$ cat config.mk
export PLATFORM = sky130hd
export DESIGN_NAME = bp_be_fe_queue_rolly
export DESIGN_NICKNAME = d
export VERILOG_FILES = /design/src/rtl/bp_be_fe_queue_rolly_pkg.sv /design/src/rtl/bp_be_fe_queue_rolly_ptr.sv /design/src/rtl/bp_be_fe_queue_rolly.sv
export SDC_FILE = /design/constraint.sdc
export NUM_CORES = 1
export LEC_CHECK = 0
export BUFFER_PORTS_ARGS = -buffer_cell sky130_fd_sc_hd__buf_2
export CORE_MARGIN = 4
export CORE_UTILIZATION = 50
export DETAILED_ROUTE_END_ITERATION = 7
export GPL_TIMING_DRIVEN = 0
export PLACE_DENSITY = 0.71
export SETUP_SLACK_MARGIN = 0.3
export SYNTH_ARGS = -nofsm -noshare
export SYNTH_HDL_FRONTEND = slang
export SYNTH_SLANG_ARGS = --single-unit
$ cat constraint.sdc
create_clock -name clk_i -period 8.9 [get_ports clk_i]
set_input_delay 0.445 -clock clk_i [delete_from_list [all_inputs] [get_ports clk_i]]
set_output_delay 0.445 -clock clk_i [all_outputs]
set_load 0.03 [all_outputs]
$ cat src/rtl/bp_be_fe_queue_rolly_pkg.sv
// Shared back-end definitions: front-end queue entry layout, config selector
// and the clear/roll action encoding used by the rollback queue.
package bp_be_pkg;

  typedef enum logic [1:0] {
    e_bp_inv_cfg     = 2'd0,
    e_bp_default_cfg = 2'd1
  } bp_params_e;

  typedef struct packed {
    logic [1:0]  msg_type;
    logic [38:0] pc;
    logic [31:0] instr;
  } bp_fe_queue_s;

  // Roll always wins on rptr; clear retargets wptr to wherever rptr lands,
  // so clear+roll empties the queue down to the commit pointer.
  typedef enum logic [1:0] {
    e_fe_queue_none     = 2'b00,
    e_fe_queue_roll     = 2'b01,
    e_fe_queue_clr      = 2'b10,
    e_fe_queue_clr_roll = 2'b11
  } bp_be_fe_queue_clr_roll_e;

  function automatic int fe_queue_width(input bp_params_e cfg);
    case (cfg)
      e_bp_inv_cfg:     return $bits(bp_fe_queue_s);
      e_bp_default_cfg: return $bits(bp_fe_queue_s);
      default:          return $bits(bp_fe_queue_s);
    endcase
  endfunction

endpackage

$ cat src/rtl/bp_be_fe_queue_rolly_ptr.sv
// Wrapping pointer register with increment and synchronous load; load wins.
module bp_be_rolly_ptr #(
  parameter int width_p = 4
) (
  input  logic               clk_i,
  input  logic               reset_i,
  input  logic               inc_i,
  input  logic               load_i,
  input  logic [width_p-1:0] load_val_i,
  output logic [width_p-1:0] ptr_o
);

  logic [width_p-1:0] ptr_d, ptr_q;

  always_comb begin
    ptr_d = ptr_q;
    if (load_i)
      ptr_d = load_val_i;
    else if (inc_i)
      ptr_d = ptr_q + width_p'(1);
  end

  always_ff @(posedge clk_i or negedge reset_i) begin
    if (!reset_i)
      ptr_q <= '0;
    else
      ptr_q <= ptr_d;
  end

  assign ptr_o = ptr_q;

endmodule

$ cat src/rtl/bp_be_fe_queue_rolly.sv
// Rollback-capable FE->BE queue: speculative read pointer, separate commit
// pointer, rewind to commit on roll and discard of unread entries on clear.
module bp_be_fe_queue_rolly
  import bp_be_pkg::*;
#(
  parameter bp_params_e bp_params_p = e_bp_inv_cfg,
  parameter int         els_p       = 8,
  localparam int fe_queue_width_lp = fe_queue_width(bp_params_p),
  localparam int addr_width_lp     = $clog2(els_p),
  localparam int ptr_width_lp      = $clog2(els_p) + 1
) (
  input  logic                         clk_i,
  input  logic                         reset_i,
  input  logic [fe_queue_width_lp-1:0] fe_queue_i,
  input  logic                         fe_queue_v_i,
  output logic                         fe_queue_ready_o,
  output logic [fe_queue_width_lp-1:0] fe_queue_o,
  output logic                         fe_queue_v_o,
  input  logic                         fe_queue_yumi_i,
  input  logic                         fe_queue_deq_i,
  input  logic                         fe_queue_roll_i,
  input  logic                         fe_queue_clr_i
);

  logic [ptr_width_lp-1:0] wptr, rptr, cptr;
  logic [ptr_width_lp-1:0] cptr_d, rptr_d;
  logic [ptr_width_lp-1:0] occupancy;
  logic                    full, enq_v;
  logic                    rptr_load, wptr_load;
  bp_be_fe_queue_clr_roll_e clr_roll;

  logic [fe_queue_width_lp-1:0] mem_q [els_p];

  assign occupancy = wptr - cptr;
  assign full      = (occupancy == ptr_width_lp'(els_p));
  assign enq_v     = fe_queue_v_i & fe_queue_ready_o & ~fe_queue_clr_i;

  assign clr_roll = bp_be_fe_queue_clr_roll_e'({fe_queue_clr_i, fe_queue_roll_i});

  always_comb begin
    rptr_load = 1'b0;
    wptr_load = 1'b0;
    case (clr_roll)
      e_fe_queue_roll:     rptr_load = 1'b1;
      e_fe_queue_clr:      wptr_load = 1'b1;
      e_fe_queue_clr_roll: begin
        rptr_load = 1'b1;
        wptr_load = 1'b1;
      end
      default: ;
    endcase
  end

  // Next-state views let deq+roll and clr+yumi resolve against the updated pointer.
  assign cptr_d = cptr + ptr_width_lp'(fe_queue_deq_i);
  assign rptr_d = rptr_load ? cptr_d : (rptr + ptr_width_lp'(fe_queue_yumi_i));

  bp_be_rolly_ptr #(.width_p(ptr_width_lp)) u_wptr (
    .clk_i      (clk_i),
    .reset_i    (reset_i),
    .inc_i      (enq_v),
    .load_i     (wptr_load),
    .load_val_i (rptr_d),
    .ptr_o      (wptr)
  );

  bp_be_rolly_ptr #(.width_p(ptr_width_lp)) u_rptr (
    .clk_i      (clk_i),
    .reset_i    (reset_i),
    .inc_i      (fe_queue_yumi_i & ~fe_queue_roll_i),
    .load_i     (rptr_load),
    .load_val_i (cptr_d),
    .ptr_o      (rptr)
  );

  bp_be_rolly_ptr #(.width_p(ptr_width_lp)) u_cptr (
    .clk_i      (clk_i),
    .reset_i    (reset_i),
    .inc_i      (fe_queue_deq_i),
    .load_i     (1'b0),
    .load_val_i ('0),
    .ptr_o      (cptr)
  );

  always_ff @(posedge clk_i) begin
    if (enq_v)
      mem_q[wptr[addr_width_lp-1:0]] <= fe_queue_i;
  end

  assign fe_queue_o       = mem_q[rptr[addr_width_lp-1:0]];
  assign fe_queue_v_o     = (rptr != wptr);
  assign fe_queue_ready_o = reset_i & ~full;

  a_yumi_needs_valid: assert property (@(posedge clk_i) disable iff (!reset_i)
    fe_queue_yumi_i |-> fe_queue_v_o);

  a_deq_needs_read: assert property (@(posedge clk_i) disable iff (!reset_i)
    fe_queue_deq_i |-> (cptr != rptr));

endmodule
* Word level (Yosys, flattened, before mapping)
Memories as Yosys holds them, arrays and structs flattened. Index checks and enable logic that the tools add are counted.
Storage, ports and cells: logic and storage cells 35, memory bits (writable) 584, register bits after elaboration 12, memories 1, output and inout bits 75, bits in latches 0, bits in read-only memories 0
Cells by class: divide/modulo/power cells 0, $lt $le $gt $ge 0, equal/unequal tests 5, reduce and logical (&&, ||, !) cells 4, muxes and demuxes 9, multiply operators 0, shift-type cells 0, $add $sub $neg 6, bitwise logic cells 7
Memories:
- mem_q | depth 8, bits a word 73, read ports 1, clocked after memory_dff 0, wr ports 1, RTL line bp_be_fe_queue_rolly.sv:32 | logic [fe_queue_width_lp-1:0] mem_q [els_p];
Operators by type and width (number):
- 2-to-1 mux 4 bit | 5
- adder 4 x 1 -> 4 bit (second input constant) | 3
- adder 4 x 1 -> 4 bit | 2
- AND 1 bit | 4
- == test 2 bit (second input constant) | 2
- == test 4 bit (second input constant) | 1
- 2-to-1 mux 1 bit | 4
- != test 4 bit | 1
- nonzero test 2 bit | 2
- OR reduction 2 bit | 2
- subtractor 4 bit | 1
- NOT 1 bit | 3
- == test 2 x 1 -> 1 bit (second input constant) | 1

* Longest topological paths before layout
depth after elaboration 8, mapped depth 7, depth with buffers taken out 7

* Hierarchy
A second synthesis with hierarchy kept.
Second synthesis, totals: cells, all modules 956, area, all modules 22944.5 sq um
By module, submodules not included:
- bp_be_fe_queue_rolly | area an instance 22336.4 sq um, instances 1, cells each 902
- bp_be_rolly_ptr | area an instance 202.7 sq um, instances 3, cells each 18

* Worst setup path before layout
Ideal clock, no wire load.
path type flip-flop to flip-flop, start point register u_cptr.ptr_q[2], in the netlist u_cptr.ptr_o[2], end point memory mem_q[0][0] (netlist name), enable pin, data required time 8.216 ns, library setup time 0.684 ns, slack -0.126 ns, buffers on the path 0, cell stages (with the launch flop) 8, data arrival time 8.342 ns, cell sequence dfrtp_1 inv_1 ha_1 a21oi_1 nand3_1 or4b_4 nand3_2 nor4_1
On the way: longest elaborated chain between the ends 8
RTL lines:
- start: declaration | RTL line bp_be_fe_queue_rolly_ptr.sv:13 | logic [width_p-1:0] ptr_d, ptr_q;
- start signal: assignment | RTL line bp_be_fe_queue_rolly_ptr.sv:27 | ptr_q <= ptr_d;
- subtractor 4 bit | RTL line bp_be_fe_queue_rolly.sv:34 | assign occupancy = wptr - cptr;
- == test 4 bit | RTL line bp_be_fe_queue_rolly.sv:35 | assign full = (occupancy == ptr_width_lp'(els_p));
- NOT 1 bit | RTL line bp_be_fe_queue_rolly.sv:92 | assign fe_queue_ready_o = reset_i & ~full;
- AND 1 bit | RTL line bp_be_fe_queue_rolly.sv:92
- AND 1 bit (2 in series) | RTL line bp_be_fe_queue_rolly.sv:36 | assign enq_v = fe_queue_v_i & fe_queue_ready_o & ~fe_queue_clr_i;
- 2-to-1 mux 1 bit | RTL line bp_be_fe_queue_rolly.sv:86 | if (enq_v)
- 2-to-1 mux 1 bit (implied by the code) | RTL line bp_be_fe_queue_rolly.sv:87 | mem_q[wptr[addr_width_lp-1:0]] <= fe_queue_i;
- end: declaration | RTL line bp_be_fe_queue_rolly.sv:32
Every way passes these cells.

* Worst setup path after layout
start point register u_wptr.ptr_q[0], in the netlist u_wptr.ptr_o[0], end point memory mem_q[0][21] (netlist name), enable pin
On the way: longest elaborated chain between the ends 8
RTL lines (RTL line):
- start: declaration | bp_be_fe_queue_rolly_ptr.sv:13
- start signal: assignment | bp_be_fe_queue_rolly_ptr.sv:27
- subtractor 4 bit | bp_be_fe_queue_rolly.sv:34
- == test 4 bit | bp_be_fe_queue_rolly.sv:35
- NOT 1 bit | bp_be_fe_queue_rolly.sv:92
- AND 1 bit | bp_be_fe_queue_rolly.sv:92
- AND 1 bit (2 in series) | bp_be_fe_queue_rolly.sv:36
- 2-to-1 mux 1 bit | bp_be_fe_queue_rolly.sv:86
- 2-to-1 mux 1 bit (implied by the code) | bp_be_fe_queue_rolly.sv:87
Several ways; a longest one is shown, not always the timed one.

==> impl_metrics.toml <==
[drt]
drc = 0
vias = 10700
viasPerCell = 5.71
drtIter0Drc = 1163
dr.pass1.iters = 5
wl_mm = 47.2
wl_per_cell_um = 25.1
ant_nets = 0

[pwr]
powerDensity_nw_per_um2 = 309
seqPwrFrac_pct = 39.2
p_int_mw = 5.72
p_leak_nw = 8.91
swShare_pct = 31.6
comb_power_share_pct = 32.5
netSwitchingPower_mw = 2.64
peakVddDrop_v = 0.000229
clock_power_share_pct = 28.3

[sta]
maxSlewViolCount = 0
finalSetupViolations = 0
finalCriticalPeriod_ns = 3.74
holdWs_ns = 0.103
period_share_pct = 42.0
clock_skew_ns = 0.0214
rsz0062_at_grt = "false"
worst_pin_slew_ns = 0.909
max_freq_ghz = 0.267
relSlewSlack_pct = 39.4
hold_violations = 0

[critical_path]
crit_family = "simple AND/OR/NAND/NOR gates"
cp-end-kind = "flop"
rr_worst_depth = 12
cp_num_buf_inv = 6
cp_max_fo = 8
path_class = "flop to flop"
path_cells = "inv_1, ha_1, nand3b_1, a21oi_1, or4b_4, nand3_2, nor4_2, buf_6, buf_4, buf_4, buf_4, buf_4"
cpPeakStageDelay_ns = 0.77
cp.required_ns = 9.20
start_kind = "flop"
crit_top_cell = "buf_4"
crit_cells = 12
slowest_stage = "nor4_2"
crit_arrival_ns = 4.04

[place]
dp.final_hpwl_mm = 30.9
gp_congestion = 0.730
portBuffers = 154

[grt]
grt_pass1_wl_mm = 71.9
grt.total_usage_pct = 19.4
grt_start_max_net_pins = 24
overflow = 0
antenna_found_initial = 6
grt_pass1_vias = 11300

[clock_tree]
htreeDepth = 2
cts_tree = "yes"
cts_root_buf = "clkbuf_16"
clk_pin_slew_worst_paths_ns = 0.06
numCtsBuffers = 58
clk_latency_ns = 0.60
cts-resized-gates = 0
cts.sinks = 596
cts.path.max_buffers = 3

[layout]
final_nets = 1325
final_cell_mix = "584 x edfxtp_1, 170 x buf_2, 146 x mux4_2, 73 x mux2_2, 58 x clkbuf_16"
final_common_cell = "edfxtp_1"
fill_cells = 3220
area_growth_pct = 17.9
drive_above_1_share_pct = 43.9
utilization_pct = 59.5

[yosys]
synth-main-ff-cell = "edfxtp_1"
synth.cell_area_um2 = 22900
postSynthCellCount = 956
synth.top_cell.area_share_pct = 76.5
synth-edff-count = 584
yosys_warnings = 0
synth.area.top_cells = "edfxtp_1 77%, mux4_2 14%, mux2_2 3.6%, dfrtp_1 1.3%, buf_6 0.64%"
synth_cell_types = 38
syn-num-nets = 1046
yosys.area.top_type = "edfxtp_1"
ys_seq_area_share_pct = 77.8
synth.avg_cell_area_um2 = 24.0
ys_ff_latch = 596
async_reset_ff_share_pct = 2.01

[min_path]
min_path_cells = 1
hp-class = "input pin to flop"

[run]
cap_violations = 0

[die]
initial_utilization_pct = 50.5
die_h_um = 222
die_x_um = 222
rows = 78
ios = 155
core_area_um2 = 45400
dieArea_um2 = 49300

[status]
status = "finished, final reports clean"
==> routing by layer <==
| layer | vias up | share of wire, % | track usage [%] |
|---|---|---|---|
| li1 | 4644 | - | - |
| met1 | 5683 | 43 | 27.7 |
| met2 | 326 | 49 | 31.5 |
| met3 | 67 | 6.3 | 4.38 |
| met4 | 8 | 1.5 | 3.90 |
| met5 | - | 0.10 | 0 |
==> synthesized netlist by cell type, types with 2 or more instances <==
library cell	n
nand2b_1	3
nor4_1	7
nand2_1	12
dfrtp_1	12
edfxtp_1	584
nor2_1	6
clkbuf_1	12
buf_6	13
o211ai_1	2
nand3_1	5
a21oi_1	3
nand4_1	3
mux2_2	73
xor2_1	4
mux2i_1	2
buf_1	5
buf_2	16
ha_1	10
xnor2_1	11
o21ai_0	6
inv_1	4
nor2b_1	2
mux4_2	146
==> final timing paths <==
path	start	to	slack (ns)
worst max-delay path	u_wptr.ptr_o[0]$_DFFE_PN0P_	mem_q[0][21]$_DFFE_PP_	5.16
worst min-delay path	fe_queue_i[5]	mem_q[4][5]$_DFFE_PP_	0.10
worst max register to register	u_wptr.ptr_o[0]$_DFFE_PN0P_	mem_q[0][21]$_DFFE_PP_	5.16
worst min register to register	u_cptr.ptr_o[3]$_DFFE_PN0P_	u_cptr.ptr_o[3]$_DFFE_PN0P_	0.54
max in group asynchronous	reset_i	u_rptr.ptr_o[1]$_DFFE_PN0P_	8.34
min in group asynchronous	reset_i	u_wptr.ptr_o[2]$_DFFE_PN0P_	0.29
==> sequential cells by signal, summed over array words and instances, names as in the netlist <==
name	cells
u_cptr.ptr_o	4
u_rptr.ptr_o	4
mem_q	584
u_wptr.ptr_o	4
==> logic make-up after synthesis <==
kind of cell | share of synthesized area (%)
DFF | 77.8
buffers and inverters | 1.33
adders and majority gates | 0.546
and+or+nand+nor | 1.08
AOI/OAI and AO/OA | 0.633
xor gates and xnor gates | 0.573
muxes | 18.0
==> power groups by stage <==
stage               Sequential [mW]  Clock [mW]  Combinational (mW)
floorplan                      3.34           0                1.96
global placement               3.37           0                2.67
detailed placement             3.34           0                2.75
CTS                            3.28        2.43                2.77
global route                   3.29        2.56                2.90
finish                         3.28        2.37                2.71
==> what timing repair did <==
action                                 in CTS  in global routing
hold buffers                                1                  0
endpoints found under the hold margin      12                  0
setup buffers                               0                  0
==> metrics by stage <==
step	cell area (µm²)	setup slack (ns)	total power, mW	instances	setup TNS, ns
after floorplan	22900	-0.126	5.30	956	-34.03
after global placement	24400	-7.88	6.04	1710	-2240.48
after detailed placement	25200	5.16	6.09	1774	0
after CTS	27000	5.03	8.47	1878	0
after global routing	27000	4.92	8.75	1878	0
final	27000	5.16	8.36	1880	0
==> final cells by class <==
cell class / instances / area [µm²] / share of cell area (%)
Inverter: 4 / 15.0 / 0.0556
Timing Repair Buffer: 219 / 1450 / 5.38
Sequential cell: 596 / 17800 / 66.0
Tap cell: 600 / 751 / 2.78
Antenna cell: 2 / 5.00 / 0.0185
Multi-Input combinational cell: 310 / 4830 / 17.9
Clock buffer: 66 / 1480 / 5.48
Clock inverter: 37 / 353 / 1.31
Buffer: 46 / 290 / 1.07
(Power assumes the default switching activity.)
